File: config.mk
export PLATFORM = sky130hd
export DESIGN_NAME = pu_input_streamer
export DESIGN_NICKNAME = d
export VERILOG_FILES = /design/src/rtl/pu_input_streamer_pkg.sv /design/src/rtl/pu_stream_fifo.sv /design/src/rtl/pu_input_streamer.sv
export SDC_FILE = /design/constraint.sdc
export NUM_CORES = 1
export LEC_CHECK = 0
export ABC_CLOCK_PERIOD_IN_PS = 16500
export BUFFER_PORTS_ARGS = -buffer_cell sky130_fd_sc_hd__buf_4
export CAP_MARGIN = 30
export CORE_ASPECT_RATIO = 1.25
export CORE_UTILIZATION = 40
export DETAILED_ROUTE_END_ITERATION = 10
export SLEW_MARGIN = 15
export SYNTH_ARGS = -nofsm -noshare
export SYNTH_HDL_FRONTEND = slang
export SYNTH_SLANG_ARGS = --single-unit
File: constraint.sdc
create_clock -name clk -period 16.5 [get_ports clk]
set_input_delay 1.65 -clock clk [delete_from_list [all_inputs] [get_ports clk]]
set_output_delay 1.65 -clock clk [all_outputs]
set_load 0.01 [all_outputs]
File: src/rtl/pu_input_streamer_pkg.sv
// Shared definitions for the PU input streamer.
// - state_e       : FSM encoding, also exported on the debug port
// - clog2         : ceiling log2 for parameter arithmetic
// - ceil_a_by_b   : integer ceiling division
// - lane_width    : lane counter width, never narrower than one bit
package pu_input_streamer_pkg;

  typedef enum logic [1:0] {
    ST_IDLE  = 2'd0,
    ST_PACK  = 2'd1,
    ST_DRAIN = 2'd2
  } state_e;

  function automatic int clog2(input int v);
    int r;
    r = 0;
    for (int x = v - 1; x > 0; x = x >> 1) r++;
    return r;
  endfunction

  function automatic int ceil_a_by_b(input int a, input int b);
    return (a + b - 1) / b;
  endfunction

  // With a single lane the counter is unused but still needs a legal width.
  function automatic int lane_width(input int n);
    return (n > 1) ? clog2(n) : 1;
  endfunction

endpackage

File: src/rtl/pu_stream_fifo.sv
// Synchronous FIFO for packed PU words.
// - clk, reset_n          : clock, asynchronous active-low reset
// - push, push_data       : write port; a push while full is honoured only
//                           when a pop happens in the same cycle
// - pop                   : read request; ignored while empty
// - full, empty           : occupancy flags
// - rd_data               : registered read data, updated on each pop and
//                           held otherwise
module pu_stream_fifo #(
  parameter int WIDTH  = 64,
  parameter int ADDR_W = 3
) (
  input  logic             clk,
  input  logic             reset_n,
  input  logic             push,
  input  logic [WIDTH-1:0] push_data,
  input  logic             pop,
  output logic             full,
  output logic             empty,
  output logic [WIDTH-1:0] rd_data
);

  localparam int DEPTH = 1 << ADDR_W;

  logic [WIDTH-1:0]  mem_q [DEPTH];
  logic [ADDR_W-1:0] wr_ptr_q, wr_ptr_d;
  logic [ADDR_W-1:0] rd_ptr_q, rd_ptr_d;
  logic [ADDR_W:0]   count_q, count_d;
  logic [WIDTH-1:0]  rd_data_q, rd_data_d;
  logic              do_push, do_pop;

  assign full    = (count_q == (ADDR_W + 1)'(DEPTH));
  assign empty   = (count_q == '0);
  assign rd_data = rd_data_q;

  // When full, a simultaneous pop frees the slot the push lands in; the read
  // below samples the old contents at the same edge.
  assign do_pop  = pop && !empty;
  assign do_push = push && (!full || do_pop);

  always_comb begin
    wr_ptr_d  = wr_ptr_q;
    rd_ptr_d  = rd_ptr_q;
    count_d   = count_q;
    rd_data_d = rd_data_q;
    if (do_push) wr_ptr_d = wr_ptr_q + ADDR_W'(1);
    if (do_pop) begin
      rd_ptr_d  = rd_ptr_q + ADDR_W'(1);
      rd_data_d = mem_q[rd_ptr_q];
    end
    case ({do_push, do_pop})
      2'b10:   count_d = count_q + (ADDR_W + 1)'(1);
      2'b01:   count_d = count_q - (ADDR_W + 1)'(1);
      default: count_d = count_q;
    endcase
  end

  always_ff @(posedge clk or negedge reset_n) begin
    if (!reset_n) begin
      wr_ptr_q  <= '0;
      rd_ptr_q  <= '0;
      count_q   <= '0;
      rd_data_q <= '0;
    end else begin
      wr_ptr_q  <= wr_ptr_d;
      rd_ptr_q  <= rd_ptr_d;
      count_q   <= count_d;
      rd_data_q <= rd_data_d;
    end
  end

  // Storage carries no reset; occupancy is tracked by the pointers.
  always_ff @(posedge clk) begin
    if (do_push) mem_q[wr_ptr_q] <= push_data;
  end

endmodule

File: src/rtl/pu_input_streamer.sv
// Packs a scalar operand stream into NUM_PE-wide words for the convolution PU.
// Each row of cfg_width operands becomes ceil(width/NUM_PE) words, the tail
// lanes of a row's last word being zero.
// - clk, reset_n            : clock, asynchronous active-low reset
// - cfg_start/width/rows    : layer configuration, latched on cfg_start in IDLE
// - busy, done              : layer in progress / one-cycle completion pulse
// - mem_data/valid/ready    : upstream operand handshake; a beat transfers on a
//                             rising edge where mem_valid and mem_ready are both
//                             high. mem_ready never depends on mem_valid.
// - pu_rd_req/pu_rd_ready   : PU read; a pop happens on an edge where both are
//                             high, and pu_data_in carries that word from the
//                             following cycle until the next pop
// - rd_underflow            : sticky, pu_rd_req seen with pu_rd_ready low
// - dbg_state               : current FSM state
module pu_input_streamer
  import pu_input_streamer_pkg::*;
#(
  parameter int OP_WIDTH    = 16,
  parameter int NUM_PE      = 4,
  parameter int DIM_WIDTH   = 16,
  parameter int FIFO_ADDR_W = 3
) (
  input  logic                         clk,
  input  logic                         reset_n,
  input  logic                         cfg_start,
  input  logic [DIM_WIDTH-1:0]         cfg_width,
  input  logic [DIM_WIDTH-1:0]         cfg_rows,
  output logic                         busy,
  output logic                         done,
  input  logic [OP_WIDTH-1:0]          mem_data,
  input  logic                         mem_valid,
  output logic                         mem_ready,
  input  logic                         pu_rd_req,
  output logic                         pu_rd_ready,
  output logic [OP_WIDTH*NUM_PE-1:0]   pu_data_in,
  output logic                         rd_underflow,
  output state_e                       dbg_state
);

  localparam int DATA_WIDTH = OP_WIDTH * NUM_PE;
  localparam int LANE_W     = lane_width(NUM_PE);
  localparam logic [LANE_W-1:0] LAST_LANE = LANE_W'(NUM_PE - 1);

  state_e                 state_q, state_d;
  logic [DIM_WIDTH-1:0]   width_q, width_d;
  logic [DIM_WIDTH-1:0]   rows_q, rows_d;
  logic [DIM_WIDTH-1:0]   col_q, col_d;
  logic [DIM_WIDTH-1:0]   row_q, row_d;
  logic [LANE_W-1:0]      lane_q, lane_d;
  logic [DATA_WIDTH-1:0]  word_q, word_d;
  logic                   word_valid_q, word_valid_d;  // word_q complete, awaiting push
  logic                   done_q, done_d;
  logic                   underflow_q, underflow_d;

  logic                   fifo_full, fifo_empty;
  logic                   push, pop, stall, lane_adv;
  logic [OP_WIDTH-1:0]    lane_val;

  assign pop   = pu_rd_req && !fifo_empty;
  assign push  = word_valid_q && (!fifo_full || pop);
  // A completed word that cannot leave freezes the packer.
  assign stall = word_valid_q && !push;

  assign busy         = (state_q != ST_IDLE);
  assign done         = done_q;
  assign pu_rd_ready  = !fifo_empty;
  assign rd_underflow = underflow_q;
  assign dbg_state    = state_q;

  always_comb begin
    state_d      = state_q;
    width_d      = width_q;
    rows_d       = rows_q;
    col_d        = col_q;
    row_d        = row_q;
    lane_d       = lane_q;
    word_d       = word_q;
    word_valid_d = word_valid_q && !push;
    done_d       = 1'b0;
    underflow_d  = underflow_q;
    mem_ready    = 1'b0;
    lane_adv     = 1'b0;
    lane_val     = '0;

    if (pu_rd_req && fifo_empty) underflow_d = 1'b1;

    case (state_q)
      ST_IDLE: begin
        if (cfg_start) begin
          width_d     = cfg_width;
          rows_d      = cfg_rows;
          col_d       = '0;
          row_d       = '0;
          lane_d      = '0;
          underflow_d = 1'b0;
          state_d     = (cfg_width == '0 || cfg_rows == '0) ? ST_DRAIN : ST_PACK;
        end
      end
      ST_PACK: begin
        if (!stall) begin
          if (col_q < width_q) begin
            mem_ready = 1'b1;
            if (mem_valid) begin
              lane_adv = 1'b1;
              lane_val = mem_data;
              col_d    = col_q + DIM_WIDTH'(1);
            end
          end else begin
            // Row exhausted: pad this lane with zero without consuming a beat.
            lane_adv = 1'b1;
          end
        end
        if (lane_adv) begin
          if (lane_q == LAST_LANE) begin
            lane_d       = '0;
            word_valid_d = 1'b1;
            if (col_d >= width_q) begin
              col_d = '0;
              row_d = row_q + DIM_WIDTH'(1);
              if (row_q + DIM_WIDTH'(1) == rows_q) state_d = ST_DRAIN;
            end
          end else begin
            lane_d = lane_q + LANE_W'(1);
          end
        end
      end
      ST_DRAIN: begin
        // The last word may still be waiting to enter the FIFO.
        if (!word_valid_q && fifo_empty) begin
          done_d  = 1'b1;
          state_d = ST_IDLE;
        end
      end
      default: state_d = ST_IDLE;
    endcase

    for (int i = 0; i < NUM_PE; i++) begin
      if (lane_adv && (lane_q == LANE_W'(i))) word_d[i*OP_WIDTH +: OP_WIDTH] = lane_val;
    end
  end

  always_ff @(posedge clk or negedge reset_n) begin
    if (!reset_n) begin
      state_q      <= ST_IDLE;
      width_q      <= '0;
      rows_q       <= '0;
      col_q        <= '0;
      row_q        <= '0;
      lane_q       <= '0;
      word_q       <= '0;
      word_valid_q <= 1'b0;
      done_q       <= 1'b0;
      underflow_q  <= 1'b0;
    end else begin
      state_q      <= state_d;
      width_q      <= width_d;
      rows_q       <= rows_d;
      col_q        <= col_d;
      row_q        <= row_d;
      lane_q       <= lane_d;
      word_q       <= word_d;
      word_valid_q <= word_valid_d;
      done_q       <= done_d;
      underflow_q  <= underflow_d;
    end
  end

  pu_stream_fifo #(
    .WIDTH  (DATA_WIDTH),
    .ADDR_W (FIFO_ADDR_W)
  ) u_fifo (
    .clk       (clk),
    .reset_n   (reset_n),
    .push      (push),
    .push_data (word_q),
    .pop       (pop),
    .full      (fifo_full),
    .empty     (fifo_empty),
    .rd_data   (pu_data_in)
  );

endmodule
---- After elaboration in Yosys (flattened, before gate mapping) ----
Memory sizes are Yosys's and may differ from the RTL's. A register that Yosys moved wholly into a read port is not among the register bits.
Cells that the tools add are included.
W data, S select, Z words.
word-level totals
  bits in registers ....................... 145
  RAM bits ................................ 512
  bits of input ports ..................... 53
  output and inout bits ................... 71
  logic and storage cells ................. 121
  memories kept ........................... 1
cells by class
  $add $sub $neg .......................... 7
  magnitude comparators ................... 2
  equal/unequal tests ..................... 15
  mux-type cells .......................... 48
  reductions and logical operators ........ 32
memories
  memory        depth  bits a word  rd ports  clocked after memory_dff  wr ports  line                  source
  u_fifo.mem_q  8      64           1         1                         1         pu_stream_fifo.sv:25  logic [WIDTH-1:0] mem_q [DEPTH];
operators by type and width
  kind                     count
  $mux W16                 15
  $pmux W16 S2             2
  $add A16 B1 Y16 const B  2
  $logic_not A16 Y1        2
  $mux W2                  10
  $mux W1                  18
  $eq A16 B16 Y1           1
  $ge A16 B16 Y1           1
  $lt A16 B16 Y1           1
  $ne A2 B2 Y1 const B     6
  $logic_and A1 B1 Y1      11
  $eq A2 B2 Y1 const B     4
  $pmux W4 S2              1
  $add A3 B1 Y3 const B    2
  $eq A2 B1 Y1 const B     3
  $pmux W2 S3              1
  $reduce_and A6 Y1        1
  $reduce_bool A2 Y1       3
  $logic_not A1 Y1         5
  $reduce_and A5 Y1        1
  $add A4 B1 Y4 const B    1
  $eq A4 B4 Y1 const B     1
  $logic_not A2 Y1         2
  $logic_not A4 Y1         1
  other kinds (6)          9

---- Depth between registers and ports, before layout ----
Gate-level depths: netlist of run 1.
  depth in word-level cells ............... 14
  mapped depth ............................ 21
  depth with buffers taken out ............ 17

---- Cells and area by module ----
A second synthesis of run 1 with hierarchy kept.
second synthesis, totals
  cells, all modules ...................... 1971
  area, all modules ....................... 29706.0 um^2
by module, submodules not included
  module             instances  cells each  area an instance (um^2)  seq. area each (um^2)
  pu_stream_fifo     1          1224        22353.9                  17226.5
  pu_input_streamer  1          747         7352.1                   3378.2

---- Worst setup path before layout of run 1 ----
OpenSTA, ideal clock, no wires.
  path kind ............................... input port to flip-flop
  start point ............................. input port pu_rd_req
  end point ............................... memory u_fifo.mem_q[0][0], enable pin
  setup time .............................. 565 ps
  data arrival time ....................... 6402 ps
  required time ........................... 15935 ps
  path slack .............................. 9534 ps
  stages .................................. 4
  path buffers ............................ 0
  cells stage by stage .................... nand3b_1 -> and2_1 -> nand2b_1 -> nor3_1
on the way
  cells in the longest elaborated chain, start to end .. 6
  elaborated cells on any way between the ends .. 8
  classes of those cells .................. 2 x mux; 6 x reduce/logical
ends and longest elaborated chain
  item                                                              line                                           source
  start: declaration                                                pu_input_streamer.sv:33                        input logic pu_rd_req,
  $logic_and A1 B1 Y1 (*)                                           pu_input_streamer.sv:59                        assign pop = pu_rd_req && !fifo_empty;
  $logic_or A1 B1 Y1 / $logic_and A1 B1 Y1 (equally long branches)  pu_input_streamer.sv:60, pu_stream_fifo.sv:38
  $logic_and A1 B1 Y1 / $logic_or A1 B1 Y1 (equally long branches)  pu_input_streamer.sv:60, pu_stream_fifo.sv:39
  $logic_and A1 B1 Y1 (*)                                           pu_stream_fifo.sv:39                           assign do_push = push && (!full || do_pop);
  $mux W1 (*)                                                       pu_stream_fifo.sv:74                           if (do_push) mem_q[wr_ptr_q] <= push_data;
  $mux W1 (implied by the code) (*)                                 pu_stream_fifo.sv:74
  end: declaration                                                  pu_stream_fifo.sv:25
Mark *: on every way between the ends. The rest lies on a longest branch, timed or not.

---- Worst setup path in the final report of run 1 ----
  start point ............................. input port pu_rd_req
  end point ............................... register col_q[6]
on the way
  cells in the longest elaborated chain, start to end .. 12
  elaborated cells on any way between the ends .. 14
  classes of those cells .................. 1 x order compare; 8 x mux; 5 x reduce/logical
ends and longest elaborated chain
  item                     line                      source
  $logic_and A1 B1 Y1 (*)  pu_input_streamer.sv:59
  $logic_or A1 B1 Y1 (*)   pu_input_streamer.sv:60   assign push = word_valid_q && (!fifo_full || pop);
  $logic_and A1 B1 Y1 (*)  pu_input_streamer.sv:60
  $logic_not A1 Y1 (*)     pu_input_streamer.sv:62   assign stall = word_valid_q && !push;
  $logic_and A1 B1 Y1 (*)  pu_input_streamer.sv:62
  $mux W16                 pu_input_streamer.sv:100  if (!stall) begin
  $mux W16                 pu_input_streamer.sv:87   case (state_q)
  $ge A16 B16 Y1           pu_input_streamer.sv:117  if (col_d >= width_q) begin
  $mux W16                 pu_input_streamer.sv:117
  $mux W16                 pu_input_streamer.sv:114  if (lane_q == LAST_LANE) begin
  $mux W16 (*)             pu_input_streamer.sv:113  if (lane_adv) begin
  $pmux W16 S2 (*)         pu_input_streamer.sv:87
  end signal: assignment   pu_input_streamer.sv:158  col_q <= col_d;
  end: declaration         pu_input_streamer.sv:47   logic [DIM_WIDTH-1:0] col_q, col_d;
Mark *: on every way between the ends. The rest lies on a longest branch, timed or not. The select of a mux whose other input is x is not followed.
A chain may end at the register's enable or synchronous reset.

==> results.json, run 1 <==
{
  "synthDistinctLibCells": 56,
  "clock-sinks": 721,
  "cp_common_cell": "sky130_fd_sc_hd__buf_4",
  "post_synth_inst_count": 1775,
  "drt_first_pass_iters": 5,
  "tns_ns": 0,
  "timing_worst_setup_path_type": "in -> reg",
  "ant_nets": 0,
  "synth_seq_cells": 721,
  "status": "finished clean",
  "static-leakage-power_nw": 12.70,
  "groute.usage.overall_pct": 18.08,
  "worst_pin_slew_ns": 0.9578,
  "post_cts.repair.setup_buffers": 0,
  "fmax_ghz": 0.1786,
  "internal-power_mw": 4.088,
  "detailroute.via_count": 15810,
  "dieArea_mm2": 0.07440,
  "cts.hold.buffers_added": 0,
  "drv_cap": 0,
  "synth-edff-count": 512,
  "slew_violations": 0,
  "cp_num_buf_inv": 2,
  "path_cells": "buf_4 -> nand4b_1 -> o2111a_1 -> nand3_1 -> nor3_1 -> xnor2_1 -> ha_1 -> a21o_1 -> a211oi_1 -> nand2b_1 -> a2111oi_0 -> or2_2 -> nor3_2 -> buf_4 -> o21ai_0",
  "finalCriticalPeriod_ns": 5.600,
  "routabilityCongestion": 0.8349,
  "synthesis.area_mm2": 0.02932,
  "cpMaxStageDelayCell": "sky130_fd_sc_hd__a2111oi_0",
  "drc": 0,
  "critPathArrivalTime_ns": 6.10,
  "cpPeakStageDelay_ns": 0.65,
  "power.net_switching_mw": 1.729,
  "synth_flop_cell": "sky130_fd_sc_hd__edfxtp_1",
  "timing.critical_path.required_ns": 17.00,
  "grt_start_max_net_pins": 106,
  "grt_first_pass_wirelength_um": 101300,
  "core_area_mm2": 0.07226,
  "ir_drop_v": 0.0001192,
  "drive_above_1_share_pct": 23.47,
  "drt_first_iter_violations": 1155,
  "chipWidth_um": 244.2,
  "floorplan.rows": 110,
  "min_period_over_period_pct": 33.94,
  "cts_root_buf": "sky130_fd_sc_hd__clkbuf_16",
  "number_of_buffers_added_by_the_clock_tree_synthesis_step": 73,
  "floorplan.initialDensity_pct": 40.58,
  "layout.nets": 2010,
  "dieHeight_um": 304.7,
  "route.final.wire_length_um": 66120,
  "critPathMaxFanout": 24,
  "clock_skew_ns": 0.02996,
  "yosys_warnings": 0,
  "placement.setup.worst_slack_ns": 10.34,
  "slew-limit-headroom_pct": 36.15,
  "setup.worst_path.start_class": "input pin",
  "final.setup.worst_slack_ns": 10.90,
  "power.total_mw": 5.817,
  "hold_path.class": "reg -> reg",
  "clock_tree.htree_level_count": 3,
  "critical_path_capture_point_type": "register",
  "p_sw_share_pct": 29.72,
  "first_global_vias": 16470,
  "port_buffers": 123,
  "sequential_area_share_after_synthesis_pct": 70.27,
  "pwr-share-seq_pct": 46.2,
  "unrepaired_setup_endpoints_after_global_routing": "false",
  "drt-wirelength-per-cell_um": 22.60,
  "cpLargestDelayFamily": "simple AND/OR/NAND/NOR gates",
  "syn_nets": 1871,
  "syn2layout_area_growth_pct": 15.92,
  "mean_syn_cell_area_um2": 16.52,
  "antenna_found_initial": 7,
  "finalSetupViolCount": 0,
  "ys_async_sr_fraction_pct": 28.99,
  "final_hold_violating_endpoints": 0,
  "power_frac_comb_pct": 24.2,
  "ctsResizeCount": 0,
  "power.density_mw_per_mm2": 171.1,
  "floorplan.io_pins": 124,
  "clkPwrFrac_pct": 29.5,
  "clk_transition_reported_paths_ns": 0.06,
  "clock_insertion_delay_worst_skew_ns": 0.61,
  "post_dp_hpwl_um": 40050,
  "total_congestion_overflow": 0,
  "cts_tree": "done",
  "cts_buffer_depth": 3,
  "detail_route.vias_per_cell": 5.403
}
==> kinds of logic (layout without fill, tap and decap cells) <==
family	after synthesis	in the layout	share of synthesized area [%]
flip-flops	721	721	70.27
other	0	1	0
buffers and inverters	127	325	1.754
XOR/XNOR	42	42	1.255
multiplexers	246	246	14.46
AO/OA/AOI/OAI	207	207	4.229
AND/OR/NAND/NOR	389	389	6.179
adder cells (fa/ha/maj)	43	43	1.860
==> worst paths after layout <==
kind                                          from  cells past startpoint  slack, ns                  to
worst min register to register  u_fifo.rd_data[43]                      2       0.48  u_fifo.rd_data[43]
worst max-delay path                     pu_rd_req                     15      10.90            col_q[6]
worst min-delay path            u_fifo.rd_data[43]                      2       0.48  u_fifo.rd_data[43]
worst max register to register           col_q[12]                     18      10.97            col_q[6]
max in group asynchronous                  reset_n                      2      14.07   u_fifo.rd_data[0]
min in group asynchronous                  reset_n                      1       1.07  u_fifo.rd_data[47]
==> placed cells by master (no fill, tap or decap), types with 21 or more instances in the layout <==
cell,instances
sky130_fd_sc_hd__nor2_1,25
sky130_fd_sc_hd__mux4_2,128
sky130_fd_sc_hd__clkbuf_16,76
sky130_fd_sc_hd__nand3_1,35
sky130_fd_sc_hd__xnor2_1,33
sky130_fd_sc_hd__inv_1,37
sky130_fd_sc_hd__and3_1,23
sky130_fd_sc_hd__o31ai_1,21
sky130_fd_sc_hd__mux2i_1,68
sky130_fd_sc_hd__edfxtp_1,512
sky130_fd_sc_hd__clkbuf_1,23
sky130_fd_sc_hd__ha_1,42
sky130_fd_sc_hd__mux2_4,30
sky130_fd_sc_hd__buf_4,146
sky130_fd_sc_hd__o21ai_0,108
sky130_fd_sc_hd__dfrtp_1,206
sky130_fd_sc_hd__nand2_1,209
==> area by class of cell <==
cell class	count	area (um2)
Clock inverter	31	449.2
Tap cell	952	1191
Fill cell	6137	38270
Multi-Input combinational cell	927	8272
Antenna cell	1	2.502
Inverter	37	138.9
Timing Repair Buffer	154	1279
Clock buffer	103	2043
Sequential cell	721	20620
==> sequential cells by signal, indices dropped and copies added (netlist names) <==
register	flops
col_q	16
dbg_state	2
done	1
lane_q	2
rd_underflow	1
row_q	16
rows_q	16
u_fifo.count_q	4
u_fifo.mem_q	512
u_fifo.rd_data	64
u_fifo.rd_ptr_q	3
u_fifo.wr_ptr_q	3
width_q	16
word_q	64
word_valid_q	1
==> cell usage after synthesis (all sizes together) (6+ instances only) <==
cell / instances / area [um2]
nand4: 17 / 112.6
edfxtp: 512 / 15370
a31oi: 20 / 125.1
nand2b: 10 / 62.56
xnor2: 33 / 289.0
inv: 37 / 138.9
o31ai: 21 / 157.7
nand2: 213 / 822.0
o21ai: 108 / 540.5
and2: 9 / 56.30
mux4: 128 / 2883
nor4: 10 / 62.56
mux2i: 68 / 680.7
nor3: 19 / 100.1
mux2: 50 / 675.7
ha: 42 / 525.5
dfrtp: 209 / 5230
nand3: 35 / 175.2
and3: 23 / 143.9
a21oi: 15 / 75.07
clkbuf: 60 / 225.2
o21a: 6 / 45.04
xor2: 9 / 78.83
a211oi: 8 / 60.06
buf: 30 / 150.1
nor2: 32 / 120.1
==> layer usage <==
layer	global-route usage [%]	wire (um)	vias up
li1	-	-	7124
met1	23.37	27590	8183
met2	30.91	33410	392
met3	3.637	3796	100
met4	4.913	1265	10
met5	0	69	-
==> tightest hold or removal path, cell delays in order, from the launching register on <==
cell                      delay [ns]
sky130_fd_sc_hd__dfrtp_1        0.34
sky130_fd_sc_hd__nand2_1        0.05
sky130_fd_sc_hd__o21ai_0        0.06
==> power groups by stage <==
stage	Combinational [mW]	Sequential [mW]	Clock (mW)
floorplan	0.988	2.61	0
global placement	1.41	2.70	0
detailed placement	1.43	2.73	0
CTS	1.44	2.70	1.75
global route	1.54	2.74	1.83
finish	1.41	2.69	1.72
==> through the flow <==
step                      hold slack [ns]  cell area, um2  util, %  std cells
after floorplan                    0.4461           29320        -       1775
after global placement             0.4657           31320    43.35       2783
after detailed placement           0.4721           31450    43.52       2788
after CTS                          0.4853           33940    46.97       2922
after global routing               0.4951           33990    47.04       2925
final                              0.4773           33990    47.04       2926
(Power assumes the default switching activity.)
==> inputs of run 2 (changes only) <==
--- a/config.mk
+++ b/config.mk
@@ -5,7 +5,7 @@
 export SDC_FILE = /design/constraint.sdc
 export NUM_CORES = 1
 export LEC_CHECK = 0
-export ABC_CLOCK_PERIOD_IN_PS = 16500
+export ABC_CLOCK_PERIOD_IN_PS = 5800
 export BUFFER_PORTS_ARGS = -buffer_cell sky130_fd_sc_hd__buf_4
 export CAP_MARGIN = 30
 export CORE_ASPECT_RATIO = 1.25
==> constraint.sdc (replaced) <==
create_clock -name clk -period 5.8 [get_ports clk]
set_input_delay 0.58 -clock clk [delete_from_list [all_inputs] [get_ports clk]]
set_output_delay 0.58 -clock clk [all_outputs]
set_load 0.01 [all_outputs]
==> results.json, run 2 (same netlist as run 1, synthesis figures left out) <==
{
  "status": "finished clean",
  "static-leakage-power_nw": 12.67,
  "r2r_end": "row_q[7]",
  "finish.cell_count_without_fillers": 2931,
  "dieHeight_um": 304.7,
  "reg2reg_slack_ns": 0.68,
  "largest_register_ffs": 512,
  "route.final.wire_length_um": 66830,
  "tns_ns": 0,
  "final_cell_area_mm2": 0.03394,
  "cp_common_cell": "sky130_fd_sc_hd__ha_1",
  "post_cts.repair.setup_buffers": 0,
  "hold_slack_ns": 0.1663,
  "setup.worst_path.start_class": "register",
  "final.setup.worst_slack_ns": 0.6768,
  "post_dp_hpwl_um": 40780,
  "fmax_ghz": 0.1952,
  "cts_buffer_depth": 3,
  "first_global_vias": 16760,
  "path_cells": "ha_1 -> and4_1 -> nand4_1 -> or4_4 -> nand3_1 -> nor3_1 -> xnor2_1 -> ha_1 -> a21o_1 -> a211oi_1 -> nand2b_1 -> a2111oi_0 -> or2_2 -> buf_4 -> nor2_1 -> a31oi_1",
  "placement.setup.worst_slack_ns": 0.7545,
  "drc": 0,
  "drt_first_iter_violations": 1086,
  "drv_cap": 0,
  "worst_pin_slew_ns": 0.9616,
  "ant_nets": 0,
  "clock-sinks": 721,
  "power.total_mw": 16.33,
  "cpMaxStageDelayCell": "sky130_fd_sc_hd__or4_4",
  "chipWidth_um": 244.2,
  "clock_insertion_delay_worst_skew_ns": 0.62,
  "routabilityCongestion": 0.8626,
  "detailroute.via_count": 15870,
  "worstRegToRegCells": 16,
  "cts_tree": "done",
  "dieArea_mm2": 0.07440,
  "critPathArrivalTime_ns": 5.65,
  "grt_start_max_net_pins": 89,
  "slew_violations": 0,
  "clock_tree.htree_level_count": 3,
  "core_area_mm2": 0.07226,
  "min_period_over_period_pct": 88.33,
  "drive_above_1_share_pct": 23.56,
  "worstSetupEndpoint": "row_q[7]",
  "slew-limit-headroom_pct": 35.74,
  "most-common-layout-cells": "sky130_fd_sc_hd__edfxtp_1 (512), sky130_fd_sc_hd__nand2_1 (209), sky130_fd_sc_hd__dfrtp_1 (206), sky130_fd_sc_hd__buf_4 (148), sky130_fd_sc_hd__mux4_2 (128)",
  "critPathMaxFanout": 16,
  "groute.usage.overall_pct": 18.37,
  "clk_transition_reported_paths_ns": 0.06,
  "total_congestion_overflow": 0,
  "syn2layout_area_growth_pct": 15.73,
  "critical_path_capture_point_type": "register",
  "finalSetupViolCount": 0,
  "port_buffers": 123,
  "hold_path.class": "in -> reg",
  "crit-reg2reg-launch": "col_q[9]",
  "crit_start": "col_q[9]",
  "max_flop_register": "u_fifo.mem_q",
  "drt_first_pass_iters": 5,
  "floorplan.rows": 110,
  "mostFrequentLayoutCell": "sky130_fd_sc_hd__edfxtp_1",
  "antenna_found_initial": 8,
  "cpPeakStageDelay_ns": 0.60,
  "power.density_mw_per_mm2": 481.3,
  "placed_cells_incl_taps": 2794,
  "worst_hold_path.num_cells": 3,
  "floorplan.io_pins": 124,
  "detail_route.vias_per_cell": 5.414,
  "number_of_buffers_added_by_the_clock_tree_synthesis_step": 73,
  "final_hold_violating_endpoints": 0,
  "timing_worst_setup_path_type": "reg -> reg",
  "drt-wirelength-per-cell_um": 22.80,
  "cts_root_buf": "sky130_fd_sc_hd__clkbuf_16",
  "layout.nets": 2014,
  "finalCriticalPeriod_ns": 5.123,
  "floorplan.initialDensity_pct": 40.58,
  "timing.critical_path.required_ns": 6.33,
  "placed_area_mm2": 0.03154,
  "ir_drop_v": 0.0002972,
  "final_util_pct": 46.96,
  "clock_skew_ns": 0.03653,
  "grt_first_pass_wirelength_um": 102600,
  "unrepaired_setup_endpoints_after_global_routing": "false"
}
[run 2: per-layer routing]
| layer | global-route usage, % | part of all wire (%) | vias to the layer above |
|---|---|---|---|
| met4 | 5.974 | 2.3 | 12 |
| met2 | 31.38 | 51 | 422 |
| met5 | 0 | 0.12 | - |
| met3 | 3.241 | 5.2 | 110 |
| met1 | 23.66 | 41 | 8186 |
| li1 | - | - | 7137 |
[run 2: layout make-up]
class / count / area, um2
clock inverters: 40 / 417.9
clock buffers: 95 / 1969
flip-flops and latches: 721 / 20620
fillers: 6151 / 38320
inverters: 37 / 138.9
multi-input cells: 927 / 8290
well taps: 952 / 1191
diodes: 1 / 2.502
repair buffers: 158 / 1309
[run 2: worst min-delay path by stage]
stage	startpoint	endpoint	slack, ns
global route	cfg_rows[6]	rows_q[6]	0.16
CTS	cfg_width[0]	width_q[0]	0.13
global placement	u_fifo.rd_data[31]	u_fifo.rd_data[31]	0.46
finish	cfg_rows[5]	rows_q[5]	0.17
detailed placement	u_fifo.rd_data[12]	u_fifo.rd_data[12]	0.47
floorplan	reset_n	col_q[0]	0.28
[run 2: power by group]
group          switching (mW)  leakage, nW  internal (mW)
registers               0.900         7.35           6.73
clock network            2.01         1.16           2.66
logic                    2.05         4.16           1.99
[run 2: timing repair]
| action | in CTS | in global routing |
|---|---|---|
| hold endpoints to repair | 66 | 0 |
| hold buffers | 1 | 0 |
| resized for setup | 0 | 0 |
[run 2: critical path, delay by kind of cell (launching register included)]
kind	cells	cell delay, ns
AND/OR/NAND/NOR	8	2.26
buffers and inverters	1	0.29
XOR/XNOR	1	0.17
AO/OA/AOI/OAI	4	1.18
adder cells (fa/ha/maj)	2	0.65
flip-flops	1	0.47
==> inputs of run 3 (changes only) <==
--- a/config.mk
+++ b/config.mk
@@ -10,7 +10,9 @@
 export CAP_MARGIN = 30
 export CORE_ASPECT_RATIO = 1.25
 export CORE_UTILIZATION = 40
+export CTS_BUF_LIST = sky130_fd_sc_hd__clkbuf_8
 export DETAILED_ROUTE_END_ITERATION = 10
+export MAX_ROUTING_LAYER = met4
 export SLEW_MARGIN = 15
 export SYNTH_ARGS = -nofsm -noshare
 export SYNTH_HDL_FRONTEND = slang
==> results.json, run 3 (same netlist as run 1, synthesis figures left out) <==
{
  "drc": 0,
  "route.final.wire_length_um": 67230,
  "clock-sinks": 721,
  "dieHeight_um": 304.7,
  "clock_insertion_delay_worst_skew_ns": 0.76,
  "grt_start_max_net_pins": 91,
  "timing.critical_path.required_ns": 6.40,
  "status": "finished clean",
  "finish.cell_count_without_fillers": 3017,
  "timing_worst_setup_path_type": "reg -> reg",
  "slew-limit-headroom_pct": 31.74,
  "clkPwrFrac_pct": 26.4,
  "critical_path_capture_point_type": "register",
  "first_global_vias": 17170,
  "max_flop_register": "u_fifo.mem_q",
  "clock_skew_ns": 0.07368,
  "placed_area_mm2": 0.03152,
  "clk_transition_reported_paths_ns": 0.07,
  "worst_hold_path.num_cells": 3,
  "drt-wirelength-per-cell_um": 22.28,
  "min_delay_worst_endpoint": "width_q[11]",
  "detail_route.vias_per_cell": 5.365,
  "hold_path.class": "in -> reg",
  "floorplan.initialDensity_pct": 40.58,
  "chipWidth_um": 244.2,
  "fmax_ghz": 0.1960,
  "power.net_switching_mw": 4.988,
  "worst_hold_startpoint": "cfg_width[11]",
  "cts_root_buf": "sky130_fd_sc_hd__clkbuf_8",
  "placement.setup.worst_slack_ns": 0.7978,
  "drt_first_pass_iters": 5,
  "worst_pin_slew_ns": 1.024,
  "mostFrequentLayoutCell": "sky130_fd_sc_hd__edfxtp_1",
  "ant_nets": 0,
  "power.density_mw_per_mm2": 468.6,
  "critPathMaxFanout": 16,
  "groute.usage.overall_pct": 19.04,
  "min_period_over_period_pct": 87.95,
  "floorplan.rows": 110,
  "drt_first_iter_violations": 1110,
  "syn2layout_area_growth_pct": 15.41,
  "cts_buffer_depth": 3,
  "r2r_end": "row_q[14]",
  "power.total_mw": 15.86,
  "finalCriticalPeriod_ns": 5.101,
  "finalSetupViolCount": 0,
  "ir_drop_v": 0.0002173,
  "total_congestion_overflow": 0,
  "power_frac_comb_pct": 25.1,
  "static-leakage-power_nw": 12.82,
  "number_of_buffers_added_by_the_clock_tree_synthesis_step": 111,
  "routabilityCongestion": 0.8586,
  "worstRegToRegCells": 16,
  "slew_violations": 0,
  "internal-power_mw": 10.87,
  "drv_cap": 0,
  "grt_first_pass_wirelength_um": 103700,
  "reg2reg_slack_ns": 0.70,
  "largest_register_ffs": 512,
  "placed_cells_incl_taps": 2795,
  "floorplan.io_pins": 124,
  "layout.nets": 2059,
  "final_hold_violating_endpoints": 0,
  "p_sw_share_pct": 31.45,
  "dieArea_mm2": 0.07440,
  "port_buffers": 123,
  "setup.worst_path.start_class": "register",
  "tns_ns": 0,
  "post_dp_hpwl_um": 40920,
  "final_cell_area_mm2": 0.03384,
  "crit-reg2reg-launch": "col_q[12]",
  "core_area_mm2": 0.07226,
  "most-common-layout-cells": "sky130_fd_sc_hd__edfxtp_1 (512), sky130_fd_sc_hd__nand2_1 (209), sky130_fd_sc_hd__dfrtp_1 (206), sky130_fd_sc_hd__buf_4 (150), sky130_fd_sc_hd__mux4_2 (128)",
  "pwr-share-seq_pct": 48.5,
  "post_cts.repair.setup_buffers": 0,
  "antenna_found_initial": 5,
  "drive_above_1_share_pct": 24.79,
  "final.setup.worst_slack_ns": 0.6990,
  "critPathArrivalTime_ns": 5.70,
  "unrepaired_setup_endpoints_after_global_routing": "false",
  "cts_tree": "done",
  "detailroute.via_count": 16190,
  "clock_tree.htree_level_count": 3
}
## run 3: through the flow
step | utilization (%) | hold WS (ns)
3_5_place_dp | 43.62 | 0.4725
3_3_place_gp | 43.47 | 0.4629
5_1_grt | 46.84 | 0.02965
6_report | 46.84 | 0.06444
4_1_cts | 46.82 | 0.003685
2_1_floorplan | - | 0.2844
## run 3: worst max-delay path by stage
| stage | cells past startpoint | slack [ns] | end | from |
|---|---|---|---|---|
| 2_1_floorplan | 20 | 1.44 | dbg_state[0] | col_q[12] |
| 3_3_place_gp | 15 | 0.48 | row_q[1] | col_q[9] |
| 3_5_place_dp | 16 | 0.80 | row_q[14] | col_q[9] |
| 4_1_cts | 16 | 0.75 | row_q[14] | col_q[12] |
| 5_1_grt | 16 | 0.32 | row_q[14] | col_q[9] |
| 6_report | 16 | 0.70 | row_q[14] | col_q[12] |
## run 3: worst max-delay path: stages (launching register included)
cell and delay (ns):
sky130_fd_sc_hd__dfrtp_1 0.45, sky130_fd_sc_hd__ha_1 0.32, sky130_fd_sc_hd__and4_1 0.20, sky130_fd_sc_hd__nand4_1 0.17, sky130_fd_sc_hd__or4_4 0.60, sky130_fd_sc_hd__nand3_1 0.45
sky130_fd_sc_hd__nor3_1 0.21, sky130_fd_sc_hd__xnor2_1 0.17, sky130_fd_sc_hd__ha_1 0.31, sky130_fd_sc_hd__a21o_1 0.16, sky130_fd_sc_hd__a211oi_1 0.30, sky130_fd_sc_hd__nand2b_1 0.14
sky130_fd_sc_hd__a2111oi_0 0.44, sky130_fd_sc_hd__or2_2 0.33, sky130_fd_sc_hd__buf_4 0.30, sky130_fd_sc_hd__nor2_1 0.17, sky130_fd_sc_hd__a31oi_1 0.23
## run 3: power by group through the flow
stage	combinational [mW]	sequential (mW)	clock [mW]
after detailed placement	4.07	7.81	0
after global placement	3.93	7.80	0
after CTS	4.09	7.71	4.30
final	3.98	7.69	4.18
after floorplan	2.81	7.41	0
after global routing	4.33	7.84	4.52
## run 3: area by class of cell
type                            count  area, um2
Antenna cell                        4      10.01
Clock buffer                      126       1734
Clock inverter                     85      509.2
Fill cell                        6196      38410
Inverter                           37      138.9
Multi-Input combinational cell    927       8290
Sequential cell                   721      20620
Tap cell                          952       1191
Timing Repair Buffer              165       1353
## run 3: repair_timing
action                                 in CTS  in global routing
gates resized for setup                     0                  0
endpoints found under the hold margin      65                  0
setup endpoints to repair                   0                  0
hold buffers                                7                  0
## run 3: routing by layer
metal  global-route usage [%]  wire [um]  vias up
met5                        -          0        -
met4                    6.134       1474        0
met1                    23.80      27920     8322
met3                    3.408       3740      123
li1                         -          -     7253
met2                    31.40      34100      488
